### src/rtl/gradient_scheduler_if.sv
// Handshake bundle between the scheduler, the gradient engine and the downstream consumer.
// master = scheduler side, slave = engine/consumer side.
interface gradient_scheduler_if;
    logic grad_start_out;
    logic grad_done_in;
    logic result_valid_out;
    logic result_ack_in;

    modport master (
        output grad_start_out,
        output result_valid_out,
        input  grad_done_in,
        input  result_ack_in
    );

    modport slave (
        input  grad_start_out,
        input  result_valid_out,
        output grad_done_in,
        output result_ack_in
    );
endinterface

### src/rtl/gradient_scheduler.sv
// Walks the gradient engine over every (octave, scale) image of the pyramid, with timeout,
// abort and a valid/ack handoff of the finished buffers to the downstream stage.
module gradient_scheduler #(
    parameter int unsigned NUM_OCTAVES = 3,
    parameter int unsigned NUM_SCALES  = 4,
    parameter int unsigned WIDTH       = 64,
    parameter int unsigned HEIGHT      = 64,
    parameter int unsigned TIMEOUT     = 65535,
    localparam int unsigned OCT_W  = (NUM_OCTAVES > 1) ? $clog2(NUM_OCTAVES) : 1,
    localparam int unsigned SCL_W  = (NUM_SCALES > 1) ? $clog2(NUM_SCALES) : 1,
    localparam int unsigned CW_W   = $clog2(WIDTH + 1),
    localparam int unsigned CH_W   = $clog2(HEIGHT + 1)
) (
    input  logic                 clk_in,
    input  logic                 rst_in,
    input  logic                 start_in,
    input  logic                 abort_in,
    output logic                 busy_out,
    output logic                 all_done_out,
    output logic                 error_out,
    output logic [OCT_W-1:0]     octave_out,
    output logic [SCL_W-1:0]     scale_out,
    output logic [CW_W-1:0]      cur_width_out,
    output logic [CH_W-1:0]      cur_height_out,
    gradient_scheduler_if.master hs
);

    localparam int unsigned CNT_W = (TIMEOUT > 0) ? $clog2(TIMEOUT + 1) : 1;

    localparam logic [CW_W-1:0]  WIDTH_V    = CW_W'(WIDTH);
    localparam logic [CH_W-1:0]  HEIGHT_V   = CH_W'(HEIGHT);
    localparam logic [OCT_W-1:0] OCT_LAST   = OCT_W'(NUM_OCTAVES - 1);
    localparam logic [SCL_W-1:0] SCL_LAST   = SCL_W'(NUM_SCALES - 1);
    localparam logic [CNT_W-1:0] CNT_LIMIT  = CNT_W'(TIMEOUT);

    localparam logic [2:0] StIdle    = 3'd0;
    localparam logic [2:0] StSelect  = 3'd1;
    localparam logic [2:0] StStart   = 3'd2;
    localparam logic [2:0] StRun     = 3'd3;
    localparam logic [2:0] StHandoff = 3'd4;
    localparam logic [2:0] StDrain   = 3'd5;

    logic [2:0]       state_q, state_d;
    logic [OCT_W-1:0] oct_q, oct_d;
    logic [SCL_W-1:0] scl_q, scl_d;
    logic [CNT_W-1:0] cnt_q, cnt_d;
    logic             err_q, err_d;
    logic             done_q, done_d;
    logic [CW_W-1:0]  width_q;
    logic [CH_W-1:0]  height_q;

    logic [CNT_W-1:0] cnt_inc;
    logic             expire;
    logic             last_img;

    // cnt_q holds the number of RUN/DRAIN cycles already completed for this image.
    assign cnt_inc  = cnt_q + CNT_W'(1);
    assign expire   = (cnt_inc == CNT_LIMIT);
    assign last_img = (oct_q == OCT_LAST) && (scl_q == SCL_LAST);

    always_comb begin
        state_d = state_q;
        oct_d   = oct_q;
        scl_d   = scl_q;
        cnt_d   = cnt_q;
        err_d   = err_q;
        done_d  = 1'b0;

        case (state_q)
            StIdle: begin
                oct_d = '0;
                scl_d = '0;
                if (start_in) begin
                    err_d   = 1'b0;
                    state_d = StSelect;
                end
            end
            StSelect: begin
                state_d = abort_in ? StIdle : StStart;
            end
            StStart: begin
                // The start pulse is already out, so an abort here must still drain the engine.
                cnt_d   = '0;
                state_d = abort_in ? StDrain : StRun;
            end
            StRun: begin
                cnt_d = cnt_inc;
                if (hs.grad_done_in) begin
                    state_d = StHandoff;
                end else if (expire) begin
                    err_d   = 1'b1;
                    state_d = StIdle;
                end else if (abort_in) begin
                    state_d = StDrain;
                end
            end
            StHandoff: begin
                if (abort_in) begin
                    state_d = StIdle;
                end else if (hs.result_ack_in) begin
                    if (last_img) begin
                        done_d  = 1'b1;
                        state_d = StIdle;
                    end else begin
                        if (scl_q == SCL_LAST) begin
                            scl_d = '0;
                            oct_d = oct_q + OCT_W'(1);
                        end else begin
                            scl_d = scl_q + SCL_W'(1);
                        end
                        state_d = StSelect;
                    end
                end
            end
            StDrain: begin
                cnt_d = cnt_inc;
                if (hs.grad_done_in) begin
                    state_d = StIdle;
                end else if (expire) begin
                    err_d   = 1'b1;
                    state_d = StIdle;
                end
            end
            default: begin
                state_d = StIdle;
            end
        endcase
    end

    always_ff @(posedge clk_in or negedge rst_in) begin
        if (!rst_in) begin
            state_q  <= StIdle;
            oct_q    <= '0;
            scl_q    <= '0;
            cnt_q    <= '0;
            err_q    <= 1'b0;
            done_q   <= 1'b0;
            width_q  <= '0;
            height_q <= '0;
        end else begin
            state_q  <= state_d;
            oct_q    <= oct_d;
            scl_q    <= scl_d;
            cnt_q    <= cnt_d;
            err_q    <= err_d;
            done_q   <= done_d;
            // Registered alongside the octave so the bank mux sees a glitch-free size.
            width_q  <= WIDTH_V >> oct_d;
            height_q <= HEIGHT_V >> oct_d;
        end
    end

    assign busy_out            = (state_q != StIdle);
    assign all_done_out        = done_q;
    assign error_out           = err_q;
    assign octave_out          = oct_q;
    assign scale_out           = scl_q;
    assign cur_width_out       = width_q;
    assign cur_height_out      = height_q;
    assign hs.grad_start_out   = (state_q == StStart);
    assign hs.result_valid_out = (state_q == StHandoff);

endmodule
### src/flat_wrapper.sv
// flat-port wrapper written by rule: the top's interface ports become plain ports
module gradient_scheduler_flat 
#(
    parameter int unsigned NUM_OCTAVES = 3,
    parameter int unsigned NUM_SCALES  = 4,
    parameter int unsigned WIDTH       = 64,
    parameter int unsigned HEIGHT      = 64,
    parameter int unsigned TIMEOUT     = 65535,
    localparam int unsigned OCT_W  = (NUM_OCTAVES > 1) ? $clog2(NUM_OCTAVES) : 1,
    localparam int unsigned SCL_W  = (NUM_SCALES > 1) ? $clog2(NUM_SCALES) : 1,
    localparam int unsigned CW_W   = $clog2(WIDTH + 1),
    localparam int unsigned CH_W   = $clog2(HEIGHT + 1)
)
  (clk_in, rst_in, start_in, abort_in, busy_out, all_done_out, error_out, octave_out, scale_out, cur_width_out, cur_height_out, hs_grad_start_out, hs_result_valid_out, hs_grad_done_in, hs_result_ack_in);
  gradient_scheduler_if hs_i ();
  input  logic clk_in;
  input  logic rst_in;
  input  logic start_in;
  input  logic abort_in;
  output logic busy_out;
  output logic all_done_out;
  output logic error_out;
  output logic [OCT_W-1:0] octave_out;
  output logic [SCL_W-1:0] scale_out;
  output logic [CW_W-1:0] cur_width_out;
  output logic [CH_W-1:0] cur_height_out;
  output wire logic [$bits(hs_i.grad_start_out)-1:0] hs_grad_start_out;
  output wire logic [$bits(hs_i.result_valid_out)-1:0] hs_result_valid_out;
  input wire logic [$bits(hs_i.grad_done_in)-1:0] hs_grad_done_in;
  input wire logic [$bits(hs_i.result_ack_in)-1:0] hs_result_ack_in;
  assign hs_grad_start_out = hs_i.grad_start_out;
  assign hs_result_valid_out = hs_i.result_valid_out;
  assign hs_i.grad_done_in = hs_grad_done_in;
  assign hs_i.result_ack_in = hs_result_ack_in;
  gradient_scheduler #(.NUM_OCTAVES(NUM_OCTAVES), .NUM_SCALES(NUM_SCALES), .WIDTH(WIDTH), .HEIGHT(HEIGHT), .TIMEOUT(TIMEOUT)) u_core (.clk_in(clk_in), .rst_in(rst_in), .start_in(start_in), .abort_in(abort_in), .busy_out(busy_out), .all_done_out(all_done_out), .error_out(error_out), .octave_out(octave_out), .scale_out(scale_out), .cur_width_out(cur_width_out), .cur_height_out(cur_height_out), .hs(hs_i));
endmodule
### config.mk
export PLATFORM = sky130hd
export DESIGN_NAME = gradient_scheduler_flat
export DESIGN_NICKNAME = d
export VERILOG_FILES = /design/src/rtl/gradient_scheduler_if.sv /design/src/rtl/gradient_scheduler.sv /design/src/flat_wrapper.sv
export SDC_FILE = /design/constraint.sdc
export NUM_CORES = 1
export LEC_CHECK = 0
export CORE_MARGIN = 2
export CORE_UTILIZATION = 58
export DETAILED_ROUTE_END_ITERATION = 8
export GPL_ROUTABILITY_DRIVEN = 0
export PLACE_DENSITY_LB_ADDON = 0.12
export SLEW_MARGIN = 20
export SYNTH_ARGS = -nofsm -noshare
export SYNTH_HDL_FRONTEND = slang
export SYNTH_SLANG_ARGS = --single-unit
### constraint.sdc
create_clock -name clk_in -period 3.4 [get_ports clk_in]
set_clock_uncertainty 0.1 [all_clocks]
set_input_delay 0.68 -clock clk_in [delete_from_list [all_inputs] [get_ports clk_in]]
set_output_delay 0.68 -clock clk_in [all_outputs]
set_load 0.01 [all_outputs]
## After elaboration in Yosys (flattened, before gate mapping)

Cells that the tools add are included.

- Bits of input ports: 6
- Logic and storage cells: 69
- Output and inout port bits: 23
- Register bits: 32

- Reduce and logical (&&, ||, !) cells: 10
- Shift operators: 1
- Multiplexer cells: 31
- Add/subtract/negate cells: 3
- Equal/unequal tests: 17

Operators by type and width:

| operator | number |
|---|---|
| 16-bit one-hot mux with 2 select lines | 1 |
| 3-bit 2-to-1 mux | 9 |
| 2-bit 2-to-1 mux | 9 |
| 3-bit one-hot mux with 6 select lines | 1 |
| 16-bit by 1-bit adder with 16-bit output (second input constant) | 1 |
| 16-bit equality test (second input constant) | 1 |
| 4-bit AND reduction | 3 |
| 1-bit 2-to-1 mux | 8 |
| 2-bit inequality test (second input constant) | 4 |
| 2-bit one-hot mux with 2 select lines | 2 |
| 7-bit by 2-bit right shift with 7-bit output (first input constant) | 1 |
| 3-bit by 2-bit equality test with 1-bit output (second input constant) | 2 |
| 3-bit equality test (second input constant) | 2 |
| 3-bit by 2-bit inequality test with 1-bit output (second input constant) | 2 |
| 2-bit nonzero test | 3 |
| 2-bit by 1-bit adder with 2-bit output (second input constant) | 2 |
| 2-bit equality test (second input constant) | 2 |
| 2-bit by 1-bit inequality test with 1-bit output (second input constant) | 2 |
| 4-bit by 3-bit inequality test with 1-bit output (second input constant) | 1 |
| 3-bit by 1-bit equality test with 1-bit output (second input constant) | 1 |
| 3-bit logical NOT | 1 |
| 3-bit nonzero test | 1 |
| 1-bit one-hot mux with 2 select lines | 1 |
| 2-bit OR reduction | 1 |
| 1-bit logical AND | 1 |

## Depth between registers and ports, before layout

Gate-level depths: netlist of run 1.

- Depth after elaboration: 7
- Depth in mapped cells: 7
- Gate-level depth less buffers: 7

## Worst setup path before layout of run 1

No wires, ideal clock.

- Kind: register -> output
- From: register u_core.state_q[1]
- To: output busy_out
- Arrival: 1286 ps
- Stages on the path, launching flop included: 6
- Slack: 1334 ps
- Buffers on the path: 2
- Required time: 2620 ps
- Path through: dfrtp_1 -> clkbuf_1 -> or2_2 -> clkbuf_1 -> nor2_1 -> inv_1

- Word-level cells in the longest chain between the ends: 1

Ends and longest elaborated chain:

| element | line | source |
|---|---|---|
| from (decl) | gradient_scheduler.sv:43 | `logic [2:0] state_q, state_d;` |
| from (signal assigned) | gradient_scheduler.sv:132 | `state_q <= StIdle;` |
| from (signal assigned) | gradient_scheduler.sv:141 | `state_q <= state_d;` |
| 3-bit nonzero test | gradient_scheduler.sv:153 | `assign busy_out = (state_q != StIdle);` |
| to (decl) | flat_wrapper.sv:20 | `output logic busy_out;` |

Every way passes these cells.

## Worst setup path after layout of run 1

- From: register u_core.state_q[2]
- To: output hs_grad_start_out

- Word-level cells in the longest chain between the ends: 1

Ends and longest elaborated chain:

| element | line | source |
|---|---|---|
| 3-bit by 2-bit equality test with 1-bit output | gradient_scheduler.sv:160 | `assign hs.grad_start_out = (state_q == StStart);` |
| to (decl) | flat_wrapper.sv:27 | `output wire logic [$bits(hs_i.grad_start_out)-1:0] hs_grad_start_out;` |

Every way passes these cells.

==> results of run 1 <==
[power groups by stage]
stage	Combinational, mW	Sequential (mW)	Clock, mW
floorplan	0.348	0.415	0
global placement	0.369	0.471	0
detailed placement	0.381	0.477	0
CTS	0.381	0.471	0.244
global route	0.429	0.482	0.262
finish	0.379	0.472	0.238
[state kept, by name, indices dropped and copies added (netlist names)]
register	count
u_core.cnt_q	16
u_core.cur_width_out	4
u_core.state_q	3
u_core.octave_out	2
u_core.scale_out	2
u_core.all_done_out	1
u_core.error_out	1
[layer usage]
layer	up-vias	GRT usage	part of all wire
met5	-	0	0
met4	0	0.0932	0.0037
met3	4	0.0567	0.070
met2	58	0.331	0.47
met1	742	0.307	0.46
li1	779	-	-
[worst reg2reg max path, delay by kind of cell (launching register included)]
kind	cells	cell delay, ps
flip-flops	1	560
AO/OA/AOI/OAI	1	160
AND/OR/NAND/NOR	3	990
adder cells (fa/ha/maj)	1	440
XOR/XNOR	1	200
[logic make-up after synthesis]
kind of cell / share of synthesized area
multiplexers: 0.0166
flip-flops: 0.384
AND/OR/NAND/NOR: 0.251
AO/OA/AOI/OAI: 0.185
buffers and inverters: 0.102
other: 0.00198
XOR/XNOR: 0.0325
adder cells (fa/ha/maj): 0.0265
[how the worst max path moves through the flow]
stage / to / slack [ps] / depth (start not counted)
finish: hs_grad_start_out / 500 / 3
global route: hs_grad_start_out / 390 / 3
detailed placement: u_core.cur_width_out[3] / 570 / 6
CTS: hs_grad_start_out / 490 / 3
floorplan: busy_out / 1330 / 5
global placement: u_core.cur_width_out[3] / 650 / 6
[synthesized netlist by cell type (4+ instances only)]
library cell | number | area share
nor3_1 | 5 | 0.013
xor2_1 | 4 | 0.019
dfrtp_1 | 29 | 0.38
buf_4 | 12 | 0.048
and2_1 | 4 | 0.013
nand4_1 | 4 | 0.013
nand3_1 | 10 | 0.026
o21ai_0 | 24 | 0.064
o31ai_1 | 6 | 0.024
nand2_1 | 20 | 0.040
a22o_1 | 5 | 0.023
inv_1 | 6 | 0.012
nor2_1 | 17 | 0.034
clkbuf_1 | 11 | 0.022
a21oi_1 | 8 | 0.021
ha_1 | 4 | 0.026
[per-stage QoR]
stage                     setup slack (ps)  cell area, µm²  hold WS, ps
after CTS                              492            2090          422
after global placement                 647            2020          390
after detailed placement               573            2020          396
final                                  499            2090          420
after global routing                   386            2090          438
after floorplan                       1330            1910          284
[final cells by class]
class / instances / area [µm²] / share of cell area
repair buffers: 23 / 228 / 0.109
flip-flops and latches: 29 / 726 / 0.347
multi-input cells: 161 / 990 / 0.473
well taps: 44 / 55.1 / 0.0263
clock buffers: 7 / 65.1 / 0.0311
clock inverters: 1 / 5.00 / 0.00239
inverters: 6 / 22.5 / 0.0108
==> run_results.csv, run 1 <==
group,metric,value,unit
critical_path,startpoint,"u_core.state_q[2]",
critical_path,critPathMaxStageDelay,600,ps
logic_synthesis,async_flop_share,1.00,
routing,wire_per_inst,14.2,µm
critical_path,r2r_setup_slack,820,ps
grt,grt_pass1_vias,1433,
floorplanning,fp.coreArea,0.00308,mm²
critical_path,worstPathArrival,2120,ps
outcome,status,"finished, final reports clean",
critical_path,worstRegToRegCells,6,
timing,timing.slew.headroom,0.527,
finish,final_cell_count_no_fill,271,
critical_path,crit_family,"buffers and inverters",
timing,finalCriticalPeriod,2900,ps
logic_synthesis,postSynthCellCount,217,
grt,gr-usage-all-layers,0.222,
logic_synthesis,ys_seq_area_frac,0.384,
finish,area_delta_synth_final,10.7,%
finish,antenna_cells,0,
clock_tree,htreeDepth,2,
timing,setup_violations,0,
clock_tree,post-cts-setup-buffer-count,0,
logic_synthesis,synth_area,0.00189,mm²
finish,fillerInstances,265,
routing,drtAntennaViolNets,0,
critical_path,r2r_start,"u_core.cnt_q[0]",
clock_tree,clkLatencyLatePin,320,ps
clock_tree,cts_hold_buf,0,
routing,vias,1583,
critical_path,worst_ep_required_time,2620,ps
min_path,min_from,"u_core.cnt_q[15]",
finish,layout_commonest_cell,"dfrtp_1",
grt,grt_pass1_wl,6210,µm
power,p_clk_frac,0.219,
critical_path,path_buf_inv,2,
clock_tree,clkSinkCount,29,
power,vdd_ir_drop_max,0.279,mV
finish,layout-drive-gt1-share,0.0837,
timing,period_share,0.853,
power,p_sw_frac,0.403,
timing,hold_viol,0,
clock_tree,path_clk_slew,90,ps
routing,finalWirelength,3840,µm
place,dpl.hpwl,2760,µm
grt,grt_antenna_before_repair,0,
critical_path,path_cells,"or3b_2, inv_1, clkdlybuf4s50_1",
min_path,min_path_cells,1,
place,dp_cells,263,
power,pwr-share-comb,0.348,
power,seqPwrFrac,0.433,
routing,viasPerCell,5.84,
floorplanning,start_util,0.614,
timing,fin_tns_setup,0,ps
finish,final_util,0.679,
power,p_int,0.651,mW
critical_path,end_kind,"output port",
critical_path,path_class,"reg -> out",
logic_synthesis,ys_types,50,
floorplanning,die_w,61.1,µm
critical_path,crit_path_top_delay_cell,"or3b_2",
logic_synthesis,ys_ff_latch,29,
floorplanning,rows,20,
power,p_total,1.09,mW
clock_tree,cts_resized,0,
power,p_sw,0.439,mW
critical_path,start_kind,"register",
logic_synthesis,synth.avg_cell_area,8.71,µm²
flow_run,maxCapViolations,0,
finish,finalNetCount,236,
critical_path,cp_max_fo,16,
power,powerDensity,521,mW/mm²
grt,grt_max_degree,30,
finish,final_cell_mix,"29 x dfrtp_1, 24 x o21ai_0, 22 x clkdlybuf4s50_1, 20 x nand2_1, 17 x nor2_1",
power,power.leakage,0.869,nW
logic_synthesis,synth_edf_count,0,
timing,worst_pin_slew,706,ps
floorplanning,die_h,61.1,µm
timing,rsz0062_at_grt,"no",
timing,max_freq,345,MHz
floorplanning,dieArea,0.00373,mm²
routing,dr.pass1.iters,4,
min_path,hold_path.class,"reg -> reg",
clock_tree,cts-root-buf,"clkbuf_4",
logic_synthesis,yosys_warnings,0,
timing,drv_slew,0,
logic_synthesis,synth_ff_type,"dfrtp_1",
min_path,worst_hold_path.endpoint,"u_core.cnt_q[15]",
routing,drt_iter0_drc,132,
routing,drc,0,
critical_path,r2r-end,"u_core.state_q[2]",
floorplanning,pin_count,29,
clock_tree,tritoncts,"built",
place,portBuffers,22,
clock_tree,clock_path_buffers,2,
clock_tree,numCtsBuffers,5,
grt,gr-total-overflow,0,
Power figures use the tool's default switching activity.
==> run 2, diff against run 1 <==
--- a/config.mk
+++ b/config.mk
@@ -7,10 +7,12 @@
 export LEC_CHECK = 0
 export CORE_MARGIN = 2
 export CORE_UTILIZATION = 58
+export CTS_BUF_LIST = sky130_fd_sc_hd__clkbuf_16
 export DETAILED_ROUTE_END_ITERATION = 8
 export GPL_ROUTABILITY_DRIVEN = 0
 export PLACE_DENSITY_LB_ADDON = 0.12
-export SLEW_MARGIN = 20
+export SETUP_SLACK_MARGIN = 0.02
+export SLEW_MARGIN = 15
 export SYNTH_ARGS = -nofsm -noshare
 export SYNTH_HDL_FRONTEND = slang
 export SYNTH_SLANG_ARGS = --single-unit
==> run 2 against run 1 <==
Compared with the run above: register-to-register slack about the same; final area increased by 3.2%; sequential power increased by 0.8%; worst hold slack improved by 6.9 ps; maximum frequency increased by 2.2%; clock-buffer cell count decreased by 2; largest power group unchanged.
==> run_results.csv, run 2 (synthesized netlist as in run 1, its figures left out) <==
group,metric,value,unit
clock_tree,cts_resized,0,
grt,met3_usage,0.0546,
finish,layout_commonest_cell,"dfrtp_1",
routing,vias,1580,
outcome,status,"finished, final reports clean",
clock_tree,cts-root-buf,"clkbuf_16",
grt,gr-total-overflow,0,
routing,viasPerCell,5.83,
grt,gr-usage-all-layers,0.239,
power,p_total,1.27,mW
critical_path,r2r_start,"u_core.cnt_q[0]",
grt,gr-max-usage-layer,"met2",
floorplanning,fp.coreArea,0.00308,mm²
clock_tree,clock_path_buffers,2,
routing,drtAntennaViolNets,0,
power,vdd_ir_drop_max,0.458,mV
routing,drc,0,
critical_path,start_kind,"register",
finish,fillerInstances,257,
routing,dr.pass1.iters,4,
grt,met1_usage,0.319,
grt,grt_max_degree,30,
critical_path,cp_max_fo,16,
clock_tree,path_clk_slew,50,ps
finish,antenna_cells,0,
finish,final_util,0.701,
routing,finalWirelength,4070,µm
floorplanning,rows,20,
clock_tree,cts_hold_buf,0,
timing,whs,427,ps
grt,grt_util_met2,0.362,
timing,hold_viol,0,
critical_path,startpoint,"u_core.state_q[2]",
grt,grt_pass1_vias,1471,
min_path,min_from,"u_core.cnt_q[15]",
clock_tree,tritoncts,"built",
finish,final_cell_mix,"29 x dfrtp_1, 24 x o21ai_0, 22 x clkdlybuf4s50_1, 20 x nand2_1, 17 x nor2_1",
timing,rsz0062_at_grt,"no",
floorplanning,dieArea,0.00373,mm²
clock_tree,htreeDepth,2,
power,powerDensity,589,mW/mm²
finish,area_delta_synth_final,14.2,%
timing,period_share,0.835,
routing,wire_per_inst,15.0,µm
finish,finalNetCount,236,
critical_path,worst_ep_required_time,2620,ps
timing,finalCriticalPeriod,2840,ps
min_path,hold_path.class,"reg -> reg",
critical_path,end_kind,"output port",
finish,regMostFlops,"u_core.cnt_q",
timing,timing.slew.headroom,0.501,
clock_tree,clkLatencyLatePin,270,ps
grt,grt_pass1_wl,6550,µm
timing,drv_slew,0,
place,dpl.hpwl,2760,µm
clock_tree,clkSinkCount,29,
floorplanning,start_util,0.614,
floorplanning,pin_count,29,
floorplanning,die_w,61.1,µm
routing,drt_iter0_drc,145,
critical_path,path_class,"reg -> out",
floorplanning,die_h,61.1,µm
critical_path,worstPathArrival,2060,ps
timing,fin_tns_setup,0,ps
clock_tree,post-cts-setup-buffer-count,0,
timing,worst_pin_slew,746,ps
finish,largest_reg_flops,16,
place,portBuffers,22,
finish,layout-drive-gt1-share,0.0749,
power,power.leakage,0.896,nW
flow_run,maxCapViolations,0,
timing,max_freq,352,MHz
clock_tree,numCtsBuffers,5,
grt,grt_antenna_before_repair,0,
timing,setup_violations,0,
[run 2: cell types whose count changed in the layout (fill, tap and decap cells not counted), sizes merged]
cell,before,now
clkbuf,7,5
clkinv,1,3
[run 2: cell type report]
| cell class | count | area (µm²) | share of cell area |
|---|---|---|---|
| multi-input combinational | 161 | 990 | 0.459 |
| sequential | 29 | 726 | 0.336 |
| timing repair buffer | 23 | 228 | 0.106 |
| clock buffer | 5 | 125 | 0.0580 |
| tap | 44 | 55.1 | 0.0255 |
| inverter | 6 | 22.5 | 0.0104 |
| clock inverter | 3 | 12.5 | 0.00580 |
[run 2: worst max-delay path, cell delays in order (launching register included)]
cell	delay (ps)
dfrtp_1	550
or3b_2	600
inv_1	100
clkdlybuf4s50_1	530
[run 2: layer usage]
metal	routed length (µm)	up-vias
li1	-	784
met1	1900	752
met2	1950	39
met3	167	5
met4	51	0
met5	0	-
[run 2: final timing paths]
check                                     endpoint  slack [ps]  cells past startpoint
min in group asynchronous          u_core.cnt_q[3]         680                      2
setup reg to reg                 u_core.state_q[2]         820                      6
setup / recovery                 hs_grad_start_out         560                      3
hold reg to reg                   u_core.cnt_q[15]         430                      1
max in group asynchronous  u_core.cur_width_out[5]        2260                      2
hold / removal                    u_core.cnt_q[15]         430                      1
[run 2: through the flow]
step           std cells  cell area [µm²]  worst slack (ps)
2_1_floorplan        222             1910              1330
3_3_place_gp         263             2020               647
3_5_place_dp         263             2020               573
4_1_cts              271             2160               555
5_1_grt              271             2160               468
6_report             271             2160               561
[run 2: where the power goes]
part / internal [mW] / total (mW) / switching [mW]
Clock: 0.263 / 0.407 / 0.143
Sequential: 0.379 / 0.476 / 0.0967
Combinational: 0.153 / 0.388 / 0.235
==> run 3, diff against run 2 <==
--- a/config.mk
+++ b/config.mk
@@ -6,7 +6,7 @@
 export NUM_CORES = 1
 export LEC_CHECK = 0
 export CORE_MARGIN = 2
-export CORE_UTILIZATION = 58
+export CORE_UTILIZATION = 54
 export CTS_BUF_LIST = sky130_fd_sc_hd__clkbuf_16
 export DETAILED_ROUTE_END_ITERATION = 8
 export GPL_ROUTABILITY_DRIVEN = 0
==> constraint.sdc (replaced) <==
create_clock -name clk_in -period 2.87 [get_ports clk_in]
set_clock_uncertainty 0.1 [all_clocks]
set_input_delay 0.574 -clock clk_in [delete_from_list [all_inputs] [get_ports clk_in]]
set_output_delay 0.574 -clock clk_in [all_outputs]
set_load 0.01 [all_outputs]
==> run 3 against run 2 <==
Compared with the run above: combinational power grew 28%; clock-buffer cell count unchanged; wire length grew 1.5%; non-clock buffer count rose by 3; setup slack lost 370 ps; register-to-register slack worse by 340 ps; total power is 20% higher; critical path depth did not move; worst hold slack got worse by 20 ps; final area is 1.2% higher; sequential cell count did not move; first-iteration DRC count up 49%.
==> run_results.csv, run 3 (synthesized netlist as in run 1, its figures left out) <==
group,metric,value,unit
outcome,status,"finished, final reports clean",
critical_path,critPathMaxStageDelay,600,ps
routing,wire_per_inst,15.0,µm
grt,grt_antenna_before_repair,0,
clock_tree,clkLatencyLatePin,270,ps
place,dpl_worst_slack,171,ps
routing,drtAntennaViolNets,0,
floorplanning,rows,21,
timing,max_freq,373,MHz
critical_path,path_class,"reg -> out",
critical_path,r2r_start,"u_core.cnt_q[0]",
flow_run,maxCapViolations,0,
critical_path,crit_family,"buffers and inverters",
floorplanning,die_h,63.2,µm
timing,worst_pin_slew,652,ps
power,p_sw_frac,0.367,
critical_path,crit_path_top_delay_cell,"or3b_2",
finish,layout-drive-gt1-share,0.0870,
power,seqPwrFrac,0.357,
grt,gr-usage-all-layers,0.228,
routing,dr.pass1.iters,4,
clock_tree,post-cts-setup-buffer-count,0,
finish,largest_reg_flops,16,
timing,period_share,0.933,
clock_tree,tritoncts,"built",
finish,final_cell_mix,"29 x dfrtp_1, 24 x o21ai_0, 22 x clkdlybuf4s50_1, 20 x nand2_1, 17 x nor2_1",
critical_path,worst_ep_required_time,2200,ps
power,p_clk_frac,0.317,
power,powerDensity,695,mW/mm²
power,power.leakage,0.912,nW
grt,gr-total-overflow,0,
power,p_int,0.962,mW
routing,drt_iter0_drc,216,
floorplanning,dieArea,0.00399,mm²
floorplanning,fp.coreArea,0.00334,mm²
floorplanning,die_w,63.2,µm
finish,regMostFlops,"u_core.cnt_q",
grt,grt_max_degree,30,
critical_path,end_kind,"output port",
timing,hold_viol,0,
critical_path,cp_max_fo,12,
place,dpl.hpwl,2870,µm
routing,viasPerCell,5.83,
clock_tree,cts_hold_buf,0,
clock_tree,cts_resized,0,
critical_path,worstRegToRegCells,5,
floorplanning,pin_count,29,
critical_path,worstPathArrival,2000,ps
power,pwr-share-comb,0.326,
clock_tree,path_clk_slew,50,ps
floorplanning,start_util,0.566,
timing,fin_ws,192,ps
timing,rsz0062_at_grt,"no",
grt,grt_pass1_wl,7240,µm
power,vdd_ir_drop_max,0.340,mV
min_path,hold_path.class,"reg -> reg",
power,p_sw,0.557,mW
clock_tree,cts-root-buf,"clkbuf_16",
timing,timing.slew.headroom,0.564,
clock_tree,htreeDepth,2,
critical_path,path_buf_inv,2,
timing,fin_tns_setup,0,ps
critical_path,r2r-end,"u_core.state_q[2]",
finish,layout_commonest_cell,"dfrtp_1",
finish,area_delta_synth_final,15.6,%
timing,drv_slew,0,
finish,antenna_cells,0,
critical_path,start_kind,"register",
place,portBuffers,22,
min_path,min_path_cells,1,
clock_tree,clock_path_buffers,2,
grt,grt_pass1_vias,1617,
routing,vias,1610,
clock_tree,clkSinkCount,29,
critical_path,path_cells,"or3b_2, inv_1, clkdlybuf4s50_1",
timing,finalCriticalPeriod,2680,ps
min_path,worst_hold_path.endpoint,"u_core.error_out",
timing,setup_violations,0,
min_path,min_from,"u_core.error_out",
routing,finalWirelength,4140,µm
finish,finalNetCount,239,
clock_tree,numCtsBuffers,5,
routing,drc,0,
critical_path,r2r_setup_slack,480,ps
==> run 3: changes by cell type in the layout (fill, tap and decap cells not counted) <==
cell	delta
buf_4	+3
==> run 3: stage by stage <==
step	hold WS, ps	power, mW	instance area (µm²)	util	cells
after floorplan	178	0.905	1910	-	222
after detailed placement	397	1.04	2050	0.613	268
after global placement	383	1.02	2050	0.613	268
after CTS	412	1.52	2180	0.654	276
final	407	1.52	2180	0.654	276
after global routing	433	1.63	2180	0.654	276
==> run 3: area by class of cell <==
type / instances / area, µm²
tap: 46 / 57.6
timing repair buffer: 26 / 250
clock inverter: 3 / 12.5
fill: 289 / 1150
inverter: 6 / 22.5
clock buffer: 5 / 125
sequential: 29 / 726
multi-input combinational: 161 / 990
==> run 3: how the worst max path moves through the flow <==
stage                                 start                 endpoint  slack [ps]  cells after the start
after global placement             abort_in  u_core.cur_width_out[3]         270                      6
final                     u_core.state_q[0]        hs_grad_start_out         190                      3
after detailed placement           abort_in  u_core.cur_width_out[3]         170                      6
after floorplan             u_core.cnt_q[1]        u_core.state_q[2]         810                      7
after CTS                 u_core.state_q[0]        hs_grad_start_out         190                      3
after global routing      u_core.state_q[1]        hs_grad_start_out         100                      3
==> run 3: per-layer routing <==
layer | up-vias | routed length, µm | track usage
li1 | 787 | - | -
met1 | 776 | 1810 | 0.283
met2 | 43 | 2140 | 0.382
met3 | 4 | 160 | 0.0500
met4 | 0 | 31 | 0.103
met5 | - | 0 | 0
==> run 3: power by group through the flow <==
| stage | clock [mW] | combinational, mW | sequential (mW) |
|---|---|---|---|
| after detailed placement | 0 | 0.490 | 0.547 |
| after floorplan | 0 | 0.413 | 0.492 |
| after CTS | 0.491 | 0.496 | 0.539 |
| after global placement | 0 | 0.478 | 0.540 |
| after global routing | 0.515 | 0.558 | 0.552 |
| final | 0.482 | 0.495 | 0.542 |
==> patch: new RTL, config.mk and constraints of run 3 <==
Register the output `error_out` once more, cleared by the reset; this adds one clock of latency there. The other outputs are not delayed to match.
--- a/src/rtl/gradient_scheduler.sv
+++ b/src/rtl/gradient_scheduler.sv
@@ -152,7 +152,13 @@
 
     assign busy_out            = (state_q != StIdle);
     assign all_done_out        = done_q;
-    assign error_out           = err_q;
+    always_ff @(posedge clk_in or negedge rst_in) begin
+        if (!rst_in) begin
+            error_out <= '0;
+        end else begin
+            error_out <= err_q;
+        end
+    end
     assign octave_out          = oct_q;
     assign scale_out           = scl_q;
     assign cur_width_out       = width_q;
Function: same outputs for any inputs over 10 cycles, from zero or initial values and one cycle with rst_in low; that may be too few to reach the edited logic, so the function may still have changed.
==> patch against run 3 <==
- routed wire length increased by 0.89%
- design area is 5.8% higher
- register-to-register slack better by 80 ps
- critical path type unchanged
- synthesized area is 6.2% higher
- highest routed layer unchanged
- worst setup slack gained 75 ps
- power grew 4.2%
- sequential cell count increased by 1
- fmax is 2.9% higher
==> patch: results (changes against run 3) <==
stage,metric,value,unit,change
setup_path,worst reg2reg setup slack,560,ps,+80 ps
power,sw frac,34.4,%,-2.3 points
finish,Top reg by flops,u_core.cnt_q,,
min_path,hold path start,u_core.err_q$_DFFE_PN0P_,,
global_routing,number of antenna violations at the first check in global routing,0,,unchanged
routing,TritonRoute pass-1 iters,4,,unchanged
global_routing,first-pass GRT wire length,7300,microns,+0.86%
synthesis,synth cell count leaders,"dfrtp_1 (30), o21ai_0 (24), nand3_1 (17), nor2_1 (15)",,
finish,Largest register FFs,16,,unchanged
place,HPWL after DPL,2960,microns,+3.2%
cts,Post-CTS Resized,0,,unchanged
finish,Final nets,244,,+2.1%
synthesis,top_reg_cell synth,dfrtp_1,,
setup_path,critical-path maximum fanout,11,,-1
cts,post-CTS setup buffer count,0,,unchanged
synthesis,Synth Warn #,0,,unchanged
routing,Routed wire per std cell,14.8,microns,-1.3%
finish,layout cells sized above 1,8.55,%,-0.15 points
timing,Slew Limit Headroom,43.3,%,-13 points
power,maximum VDD drop,576,uV,+69%
cts,clk buf depth,2,,unchanged
min_path,hold path depth,0,,-1
cts,CTS Buf Count,5,,unchanged
finish,"Non-Filler Cell Area, Final",2310,sq um,+5.8%
status,status,"finished, final reports clean",,
global_routing,pin count of the biggest net entering global routing,31,,+3.3%
synthesis,ys async rst share,100,%,unchanged
global_routing,GRT Total Usage,22.6,%,-0.23 points
synthesis,post-synthesis sequential area ratio,37.4,%,-1.0 points
power,Leak,0.944,nW,+3.5%
finish,antenna diode count,0,,unchanged
setup_path,worst r2r src,u_core.cnt_q[1]$_DFFE_PN0P_,,
min_path,Worst Hold Class,reg2reg,,
place,input/output buffers,22,,unchanged
timing,Hold Worst Slack,289,ps,-118 ps
setup_path,R2R cell count,6,,+1
place,placed inst area,2150,sq um,+5.2%
min_path,worst hold endpoint,u_core.error_out$_DFF_PN0_,,
cts,H-tree levels,2,,unchanged
routing,Starting DRT DRC Count,159,,-26%
setup_path,Reg-to-Reg End,u_core.err_q$_DFFE_PN0P_,,
cts,clk slew on worst S/H paths,50,ps,about the same
synthesis,largest cells by area after synthesis,"dfrtp_1 (37%), o21ai_0 (6.0%), buf_4 (4.9%)",,
synthesis,Synth cell types,56,,+12%
routing,detailed-route vias per instance,6.06,,+3.8%
cts,worst skew pair latency,270,ps,about the same
cts,root buffer cell,clkbuf_16,,
global_routing,vias in the first global route,1532,,-5.3%
setup_path,Critical Path AT,1930,ps,-70 ps
-- patch: logic make-up (layout without fill, tap and decap cells) --
family / after synthesis / after routing / synth area share [%]
adder cells (fa/ha/maj): 4 / 4 / 2.49
multiplexers: 1 / 1 / 0.499
AO/OA/AOI/OAI: 64 / 64 / 21.4
flip-flops: 30 / 30 / 37.4
other: 1 / 6 / 0.187
XOR/XNOR: 6 / 6 / 2.62
buffers and inverters: 35 / 38 / 9.73
AND/OR/NAND/NOR: 85 / 85 / 25.6
-- patch: layout make-up --
| class | count | area, sq um |
|---|---|---|
| clock inverters | 2 | 33.8 |
| well taps | 48 | 60.1 |
| inverters | 7 | 26.3 |
| fillers | 311 | 1290 |
| clock buffers | 5 | 125 |
| multi-input cells | 166 | 1080 |
| flip-flops and latches | 30 | 751 |
| repair buffers | 24 | 235 |
-- patch: how the worst max path moves through the flow --
| stage | endpoint | start | slack [ps] |
|---|---|---|---|
| 2_1_floorplan | u_core.state_q[1]$_DFFE_PN0P_ | u_core.cnt_q[1]$_DFFE_PN0P_ | 950 |
| 3_3_place_gp | hs_grad_start_out | u_core.state_q[2]$_DFFE_PN0P_ | 580 |
| 3_5_place_dp | hs_grad_start_out | u_core.state_q[2]$_DFFE_PN0P_ | 560 |
| 4_1_cts | hs_grad_start_out | u_core.state_q[2]$_DFFE_PN0P_ | 260 |
| 5_1_grt | hs_result_valid_out | u_core.state_q[0]$_DFFE_PN0P_ | 120 |
| 6_report | hs_grad_start_out | u_core.state_q[2]$_DFFE_PN0P_ | 270 |
-- patch: layer usage --
layer	track usage, %	part of all wire [%]
met3	4.86	6.1
met1	31.7	46
met2	33.4	47
met5	0	0
met4	10.1	1.5
-- patch: stage by stage --
stage	setup slack (ps)	instances
floorplan	945	231
detailed placement	555	275
finish	267	282
global route	122	282
global placement	579	275
CTS	259	282
-- patch: power groups by stage --
| stage | clock, mW | sequential, mW | combinational [mW] |
|---|---|---|---|
| global route | 0.597 | 0.584 | 0.513 |
| global placement | 0 | 0.565 | 0.439 |
| floorplan | 0 | 0.497 | 0.387 |
| CTS | 0.578 | 0.565 | 0.447 |
| finish | 0.566 | 0.568 | 0.448 |
| detailed placement | 0 | 0.572 | 0.447 |
-- patch: worst max-delay path, cell delays in order, from the launching register on --
cell	delay, ps
dfrtp_1	490
nand2b_1	200
or2_2	350
inv_1	90
clkdlybuf4s50_1	530
